[src/rtl/audio_pkg.sv]
// Shared audio peripheral definitions: sample/frame geometry and the I2S word-select encoding.
// Used by the I2S transmitter, the oscillators and later the mixer.
package audio_pkg;
  localparam int SAMPLE_W   = 16;
  localparam int FRAME_BITS = 32;
  localparam int BIT_CNT_W  = $clog2(FRAME_BITS);

  localparam logic LR_LEFT  = 1'b0;
  localparam logic LR_RIGHT = 1'b1;

  typedef logic [SAMPLE_W-1:0]  sample_t;
  typedef logic [BIT_CNT_W-1:0] bit_idx_t;

  // Word select leads each channel MSB by one bit slot, so the right half spans slots 15..30.
  localparam bit_idx_t LR_R_FIRST = BIT_CNT_W'(SAMPLE_W - 1);
  localparam bit_idx_t LR_R_LAST  = BIT_CNT_W'(FRAME_BITS - 2);

  function automatic logic lr_for_bit(input bit_idx_t b);
    return (b >= LR_R_FIRST && b <= LR_R_LAST) ? LR_RIGHT : LR_LEFT;
  endfunction
endpackage

[src/rtl/bclk_gen.sv]
// Bit clock divider: BCLK toggles every CLK_DIV cycles; 'fall' marks the cycle whose edge
// drives BCLK low, so data updates land on the same edge as the falling bit clock.
module bclk_gen #(
  parameter int CLK_DIV = 4
) (
  input  logic CLK,
  input  logic RST_N,
  output logic bclk,
  output logic fall
);
  localparam int DW = (CLK_DIV > 1) ? $clog2(CLK_DIV) : 1;
  localparam logic [DW-1:0] DIV_LAST = DW'(CLK_DIV - 1);

  logic [DW-1:0] div_cnt;
  logic          wrap;

  assign wrap = (div_cnt == DIV_LAST);
  assign fall = wrap && bclk;

  always_ff @(posedge CLK) begin
    if (!RST_N) begin
      div_cnt <= '0;
      bclk    <= 1'b0;
    end else if (wrap) begin
      div_cnt <= '0;
      bclk    <= ~bclk;
    end else begin
      div_cnt <= div_cnt + DW'(1);
    end
  end
endmodule

[src/rtl/audio_i2s_tx.sv]
// Philips I2S transmitter: one 16-bit mono sample per 32-bit frame, sent on both channels,
// fed through a one-entry valid/ready holding register with a sticky underrun flag.
module audio_i2s_tx
  import audio_pkg::*;
#(
  parameter int CLK_DIV = 4
) (
  input  logic                CLK,
  input  logic                RST_N,
  input  logic [SAMPLE_W-1:0] sample_data,
  input  logic                sample_valid,
  output logic                sample_ready,
  input  logic                underrun_clr,
  output logic                underrun,
  output logic                BCLK,
  output logic                LRCLK,
  output logic                SDATA
);
  logic                  fall;
  logic                  load;
  logic                  accept;
  bit_idx_t              bit_cnt;
  bit_idx_t              bit_nxt;
  logic [FRAME_BITS-1:0] shreg;
  sample_t               hold;
  logic                  hold_full;

  bclk_gen #(.CLK_DIV(CLK_DIV)) u_bclk (
    .CLK  (CLK),
    .RST_N(RST_N),
    .bclk (BCLK),
    .fall (fall)
  );

  assign bit_nxt      = bit_cnt + BIT_CNT_W'(1);
  assign load         = fall && (bit_nxt == '0);
  assign accept       = sample_valid && !hold_full;
  assign sample_ready = ~hold_full;

  always_ff @(posedge CLK) begin
    if (!RST_N) begin
      bit_cnt   <= '1;
      LRCLK     <= LR_LEFT;
      SDATA     <= 1'b0;
      shreg     <= '0;
      hold      <= '0;
      hold_full <= 1'b0;
      underrun  <= 1'b0;
    end else begin
      if (fall) begin
        bit_cnt <= bit_nxt;
        LRCLK   <= lr_for_bit(bit_nxt);
        // Load emits the left MSB now and queues the rest of left plus the whole right word.
        if (load) begin
          SDATA <= hold[SAMPLE_W-1];
          shreg <= {hold[SAMPLE_W-2:0], hold, 1'b0};
        end else begin
          SDATA <= shreg[FRAME_BITS-1];
          shreg <= {shreg[FRAME_BITS-2:0], 1'b0};
        end
      end
      // A sample arriving on an empty-register load waits for the next frame (no bypass).
      if (accept) begin
        hold      <= sample_data;
        hold_full <= 1'b1;
      end else if (load) begin
        hold_full <= 1'b0;
      end
      if (load && !hold_full) underrun <= 1'b1;
      else if (underrun_clr)  underrun <= 1'b0;
    end
  end
endmodule

[config.mk]
export PLATFORM = sky130hd
export DESIGN_NAME = audio_i2s_tx
export DESIGN_NICKNAME = d
export VERILOG_FILES = /design/src/rtl/audio_pkg.sv /design/src/rtl/bclk_gen.sv /design/src/rtl/audio_i2s_tx.sv
export SDC_FILE = /design/constraint.sdc
export NUM_CORES = 1
export LEC_CHECK = 0
export BUFFER_PORTS_ARGS = -buffer_cell sky130_fd_sc_hd__buf_2
export CAP_MARGIN = 30
export CORE_AREA = 2 2 95 97
export DETAILED_ROUTE_END_ITERATION = 8
export DIE_AREA = 0 0 97 99
export PLACE_DENSITY = 0.47
export SLEW_MARGIN = 20
export SYNTH_ARGS = -nofsm -noshare
export SYNTH_HDL_FRONTEND = slang
export SYNTH_SLANG_ARGS = --single-unit
[constraint.sdc]
create_clock -name CLK -period 2.4 [get_ports CLK]
set_input_delay 0.36 -clock CLK [delete_from_list [all_inputs] [get_ports CLK]]
set_output_delay 0.36 -clock CLK [all_outputs]
set_load 0.03 [all_outputs]
After elaboration in Yosys (flattened, before gate mapping)

Index checks and enable logic that the tools add are counted.

Add/sub/neg operators: 2
$mul: 0
Divide/modulo/power cells: 0
Order comparisons: 2
Eq/ne operators: 1
Shifts and indexed selects: 0
Mux-type cells: 7
Bitwise gates (word level): 3
Reductions and logical operators: 10

Operator list:

| operator                                                          | count |
|---|---|
| two-way mux 32 bit                                                | 1 |
| two-way mux 1 bit                                                 | 6 |
| adder 5 x 1 -> 5 bit, second input constant                       | 1 |
| greater-or-equal comparator 5 x 4 -> 1 bit, second input constant | 1 |
| <= comparator 5 bit, second input constant                        | 1 |
| logical AND 1 bit                                                 | 5 |
| zero test 5 bit                                                   | 1 |
| nonzero test 2 bit                                                | 2 |
| NOT 1 bit                                                         | 3 |
| adder 2 x 1 -> 2 bit, second input constant                       | 1 |
| == test 2 bit, second input constant                              | 1 |
| OR reduction 2 bit                                                | 1 |
| zero test 1 bit                                                   | 1 |

Register bits: 60
Latch bits: 0
Memory bits (writable): 0
ROM bits: 0
Input bits: 20
Output and inout bits: 5
Word-level logic and storage cells: 34
Memories: 0

Longest topological paths before layout

Word-level depth: 5
Mapped depth: 7
Mapped depth without buffers: 6

By module

From an unflattened synthesis, not the netlist that was laid out.

Cell total of the unflattened synthesis: 308
Area total of the unflattened synthesis: 2632.5 µm²

Modules (own cells, without submodules):

| module       | instances | cells an instance | area an instance (µm²) |
|---|---|---|---|
| audio_i2s_tx | 1         | 299               | 2519.9 |
| bclk_gen     | 1         | 9                 | 112.6 |

Least setup slack after synthesis

No wires, ideal clock.

Path type: reg-to-reg
Start: register bit_cnt[1]
End: register SDATA
Library setup time: 122 ps
Arrival time: 1863 ps
Required time: 2278 ps
Setup slack: 415 ps
Stages on the path, launching flop included: 8
Path buffers: 2
Clock period less this slack: 1985 ps
Cells stage by stage: dfxtp_1 ha_1 buf_2 and4b_1 a211oi_2 a31oi_2 buf_6 a221o_1

Word-level cells in the longest chain between the ends: 4

RTL lines:

| element                | line               | text |
|---|---|---|
| from (decl)            | audio_i2s_tx.sv:22 | `bit_idx_t bit_cnt;` |
| from (signal assigned) | audio_i2s_tx.sv:51 | `bit_cnt <= bit_nxt;` |
| adder 5 x 1 -> 5 bit   | audio_i2s_tx.sv:35 | `assign bit_nxt = bit_cnt + BIT_CNT_W'(1);` |
| zero test 5 bit        | audio_i2s_tx.sv:36 | `assign load = fall && (bit_nxt == '0);` |
| logical AND 1 bit      | audio_i2s_tx.sv:36 |  |
| two-way mux 1 bit      | audio_i2s_tx.sv:54 | `if (load) begin` |
| to (signal assigned)   | audio_i2s_tx.sv:55 | `SDATA <= hold[SAMPLE_W-1];` |
| to (signal assigned)   | audio_i2s_tx.sv:58 | `SDATA <= shreg[FRAME_BITS-1];` |
| to (decl)              | audio_i2s_tx.sv:17 | `output logic SDATA` |

Every way passes these cells.
A chain may end at the register's enable or synchronous reset.

Final worst setup path

Start: register bit_cnt[0]
End: register shreg[19]

Word-level cells in the longest chain between the ends: 4

RTL lines:

| element              | line               | text |
|---|---|---|
| adder 5 x 1 -> 5 bit | audio_i2s_tx.sv:35 |  |
| zero test 5 bit      | audio_i2s_tx.sv:36 |  |
| logical AND 1 bit    | audio_i2s_tx.sv:36 |  |
| two-way mux 32 bit   | audio_i2s_tx.sv:54 |  |
| to (signal assigned) | audio_i2s_tx.sv:56 | `shreg <= {hold[SAMPLE_W-2:0], hold, 1'b0};` |
| to (signal assigned) | audio_i2s_tx.sv:59 | `shreg <= {shreg[FRAME_BITS-2:0], 1'b0};` |
| to (decl)            | audio_i2s_tx.sv:24 | `logic [FRAME_BITS-1:0] shreg;` |

Every way passes these cells.

==> reports/results.txt <==
Status = completed
GR Layer Usage met1 = 0.167
Slew Viols, Final = 0
Routed len/inst = 14.6 um
CTS tree = done
Hold Path Sink = hold[4]$_SDFFE_PN0P_
Clock skew = 0.00626 ns
Ys flop type = dfxtp_1
Inserted Clock Buffers = 9
Simple-gate share of the synthesized area = 0.204
Final Util = 0.343
Nets = 311
Drt via density = 5.02
Total of max-cap violations = 0
Critical Path Start = bit_cnt[0]$_SDFFE_PN1P_
DRT iter0 DRCs = 91
Final WS setup = 0.293 ns
Tot Pwr = 2.09 mW
Maximum net fanout on the critical path = 22
Yosys reg bits = 59
Worst R2R Start = bit_cnt[0]$_SDFFE_PN1P_
Startpoint types = register
Initial antenna violation count = 0
Mapped Nets = 288
Max Clock Freq = 475 MHz
Clock transition at path regs = 0.07 ns
Met3 usage = 0.0376
Placed cells = 383
Final Cell Area = 0.00293 mm^2
Max VDD drop = 0.309 mV
Row cnt = 34
Area grow syn2layout = 16.8%
CTS root buf = clkbuf_8
CP endpoint kind = register
WHS Path Cells = 3
Worst Hold Launch = sample_data[4]
Async S/R FF share, synth = 0
Total GRT Usage = 0.126
Via count = 2,004
Dominant cell type by area after synthesis = dfxtp_1
HP Class = in -> reg
Endpoints failing setup = 0
Global-route wire length before repair = 9530 um
XOR/XNOR Fraction of Synth Area = 0.0140
Compound-gate portion of the synthesized area = 0.219
Total negative slack = 0 ns
Post-CTS Resized = 0
Area after DPL = 0.00272 mm^2
Die W = 97 um
Number of I/O pins = 25
Die Area = 0.00960 mm^2
Largest family of logic cells by synthesized area = compound AO/OA/AOI/OAI gates
Mapped Cells = 263
Final Cycle Share = 0.878
ANT cells = 0
Routability congestion estimate = 0.773
RSZ-0062 raised after global routing = no
Die Height = 99 um
Fillcell total = 872
Worst EP arrival = 2.33 ns
Synth Cell Area = 0.00251 mm^2
Aggregate global routing overflow = 0
Core area = 0.00855 mm^2
Min Clock Period, post-route = 2.11 ns
Top cell type's share of synthesized area = 0.471
Drt total wl = 5840 um
Clk buf depth = 2
Synth unique cells = 42
Worst Path Class, Setup = reg -> reg
Share of the yosys chip area belonging to registers = 0.471
Max_slew headroom = 0.525
Synth Area in Adders = 0.0249
P per Cell Area = 712 mW/mm^2
Most frequent cells in the layout = dfxtp_1 (59), nand2_1 (42), and3_1 (30), a221o_1 (30), buf_2 (24)
Synth warn = 0
Hold Buf Count CTS = 0
Reg2Reg Depth = 6
Antenna Nets Post-Route = 0
Largest net degree at the start of global routing = 40
Worst EP required = 2.62 ns
Setup repair bufs after CTS = 0
H-tree Lvls = 3
Clock sinks = 59
Busiest grt layer = met2
Leakage = 1.30 nW
DP HPWL = 3610 um
Syn avg cell area = 9.54 um^2
DP Worst Slack = 0.325 ns
Number of remaining DRC errors = 0
Port Buffer Count = 24
Post-synth EDFFs = 0
Initial core utilization = 0.293
Layout cells sized above 1 = 0.199
Final cell count without fillers = 399
Met2 Use GR = 0.190
First-pass iteration count of the detailed router = 4
Reg2Reg Setup Slack = 0.29 ns
Main area contributors after synthesis = dfxtp_1 (47%), a221o_1 (12%), and3_1 (7.5%), nand2_1 (6.3%), a21oi_1 (3.8%)
Fin. Hold Viols = 0
Vias in the first global route = 1,855
Leading cell type in the layout, fill and taps excluded = dfxtp_1
Mux cell area share after synthesis = 0
Hold Slack = 0.256 ns
Clk Latency, worst-skew pair = 0.34 ns
Worst R2R End = shreg[19]$_SDFFE_PN0P_
Pin slew with the least headroom to its limit = 0.711 ns
Yosys cell counts (all sizes together), types with 2 or more instances:
cell type / instances
a31oi: 4
nor2: 4
and3: 30
buf: 10
inv: 5
nand2: 42
ha: 5
nand4: 3
nor2b: 2
o21ai: 6
o21a: 2
a221o: 30
a21oi: 19
xnor2: 2
xor2: 2
clkbuf: 14
nand3: 4
dfxtp: 59
a211o: 2
or3: 2
final cells by class:
cell class	count	area, um^2	area share
Clock buffer	12	165	0.0564
Clock inverter	4	47.5	0.0162
Inverter	5	18.8	0.00640
Multi-Input combinational cell	175	1160	0.396
Sequential cell	59	1180	0.403
Tap cell	108	135	0.0461
Timing Repair Buffer	36	223	0.0760
worst max path at each step:
stage                                   to  depth (start not counted)  slack (ns)
floorplan               SDATA$_SDFFE_PN0P_                          7        0.41
finish              shreg[19]$_SDFFE_PN0P_                          6        0.29
CTS                 shreg[20]$_SDFFE_PN0P_                          6        0.31
global route         shreg[2]$_SDFFE_PN0P_                          6        0.21
detailed placement  shreg[18]$_SDFFE_PN0P_                          6        0.33
global placement    shreg[21]$_SDFFE_PN0P_                          6        0.37
flip-flops by register name, summed over array words and instances, names as in the netlist:
name            cells
SDATA               1
bit_cnt             5
hold_full           1
u_bclk.bclk         1
shreg              31
hold               16
LRCLK               1
underrun            1
u_bclk.div_cnt      2
logic make-up after synthesis:
kind of cell	after synthesis
simple gates	96
compound gates	70
flops	59
buf+inv	29
fa+ha+maj	5
xor+xnor	4
critical path, cell delays in order (launching register included):
cell and delay, ns:
dfxtp_1 0.31, ha_1 0.30, and4b_1 0.28, a211oi_2 0.21, a31oi_2 0.28, buf_12 0.25, a221o_1 0.35
layer usage:
metal	vias up	wire, um
li1	1013	-
met1	946	2910
met2	34	2590
met3	11	230
met4	0	109
met5	-	0
where the power goes:
| part | switching [mW] | internal, mW | total [mW] |
|---|---|---|---|
| combinational | 0.0685 | 0.0424 | 0.111 |
| sequential | 0.0186 | 1.00 | 1.02 |
| clock | 0.391 | 0.561 | 0.952 |
| total | 0.478 | 1.61 | 2.09 |
Power figures use the tool's default switching activity.
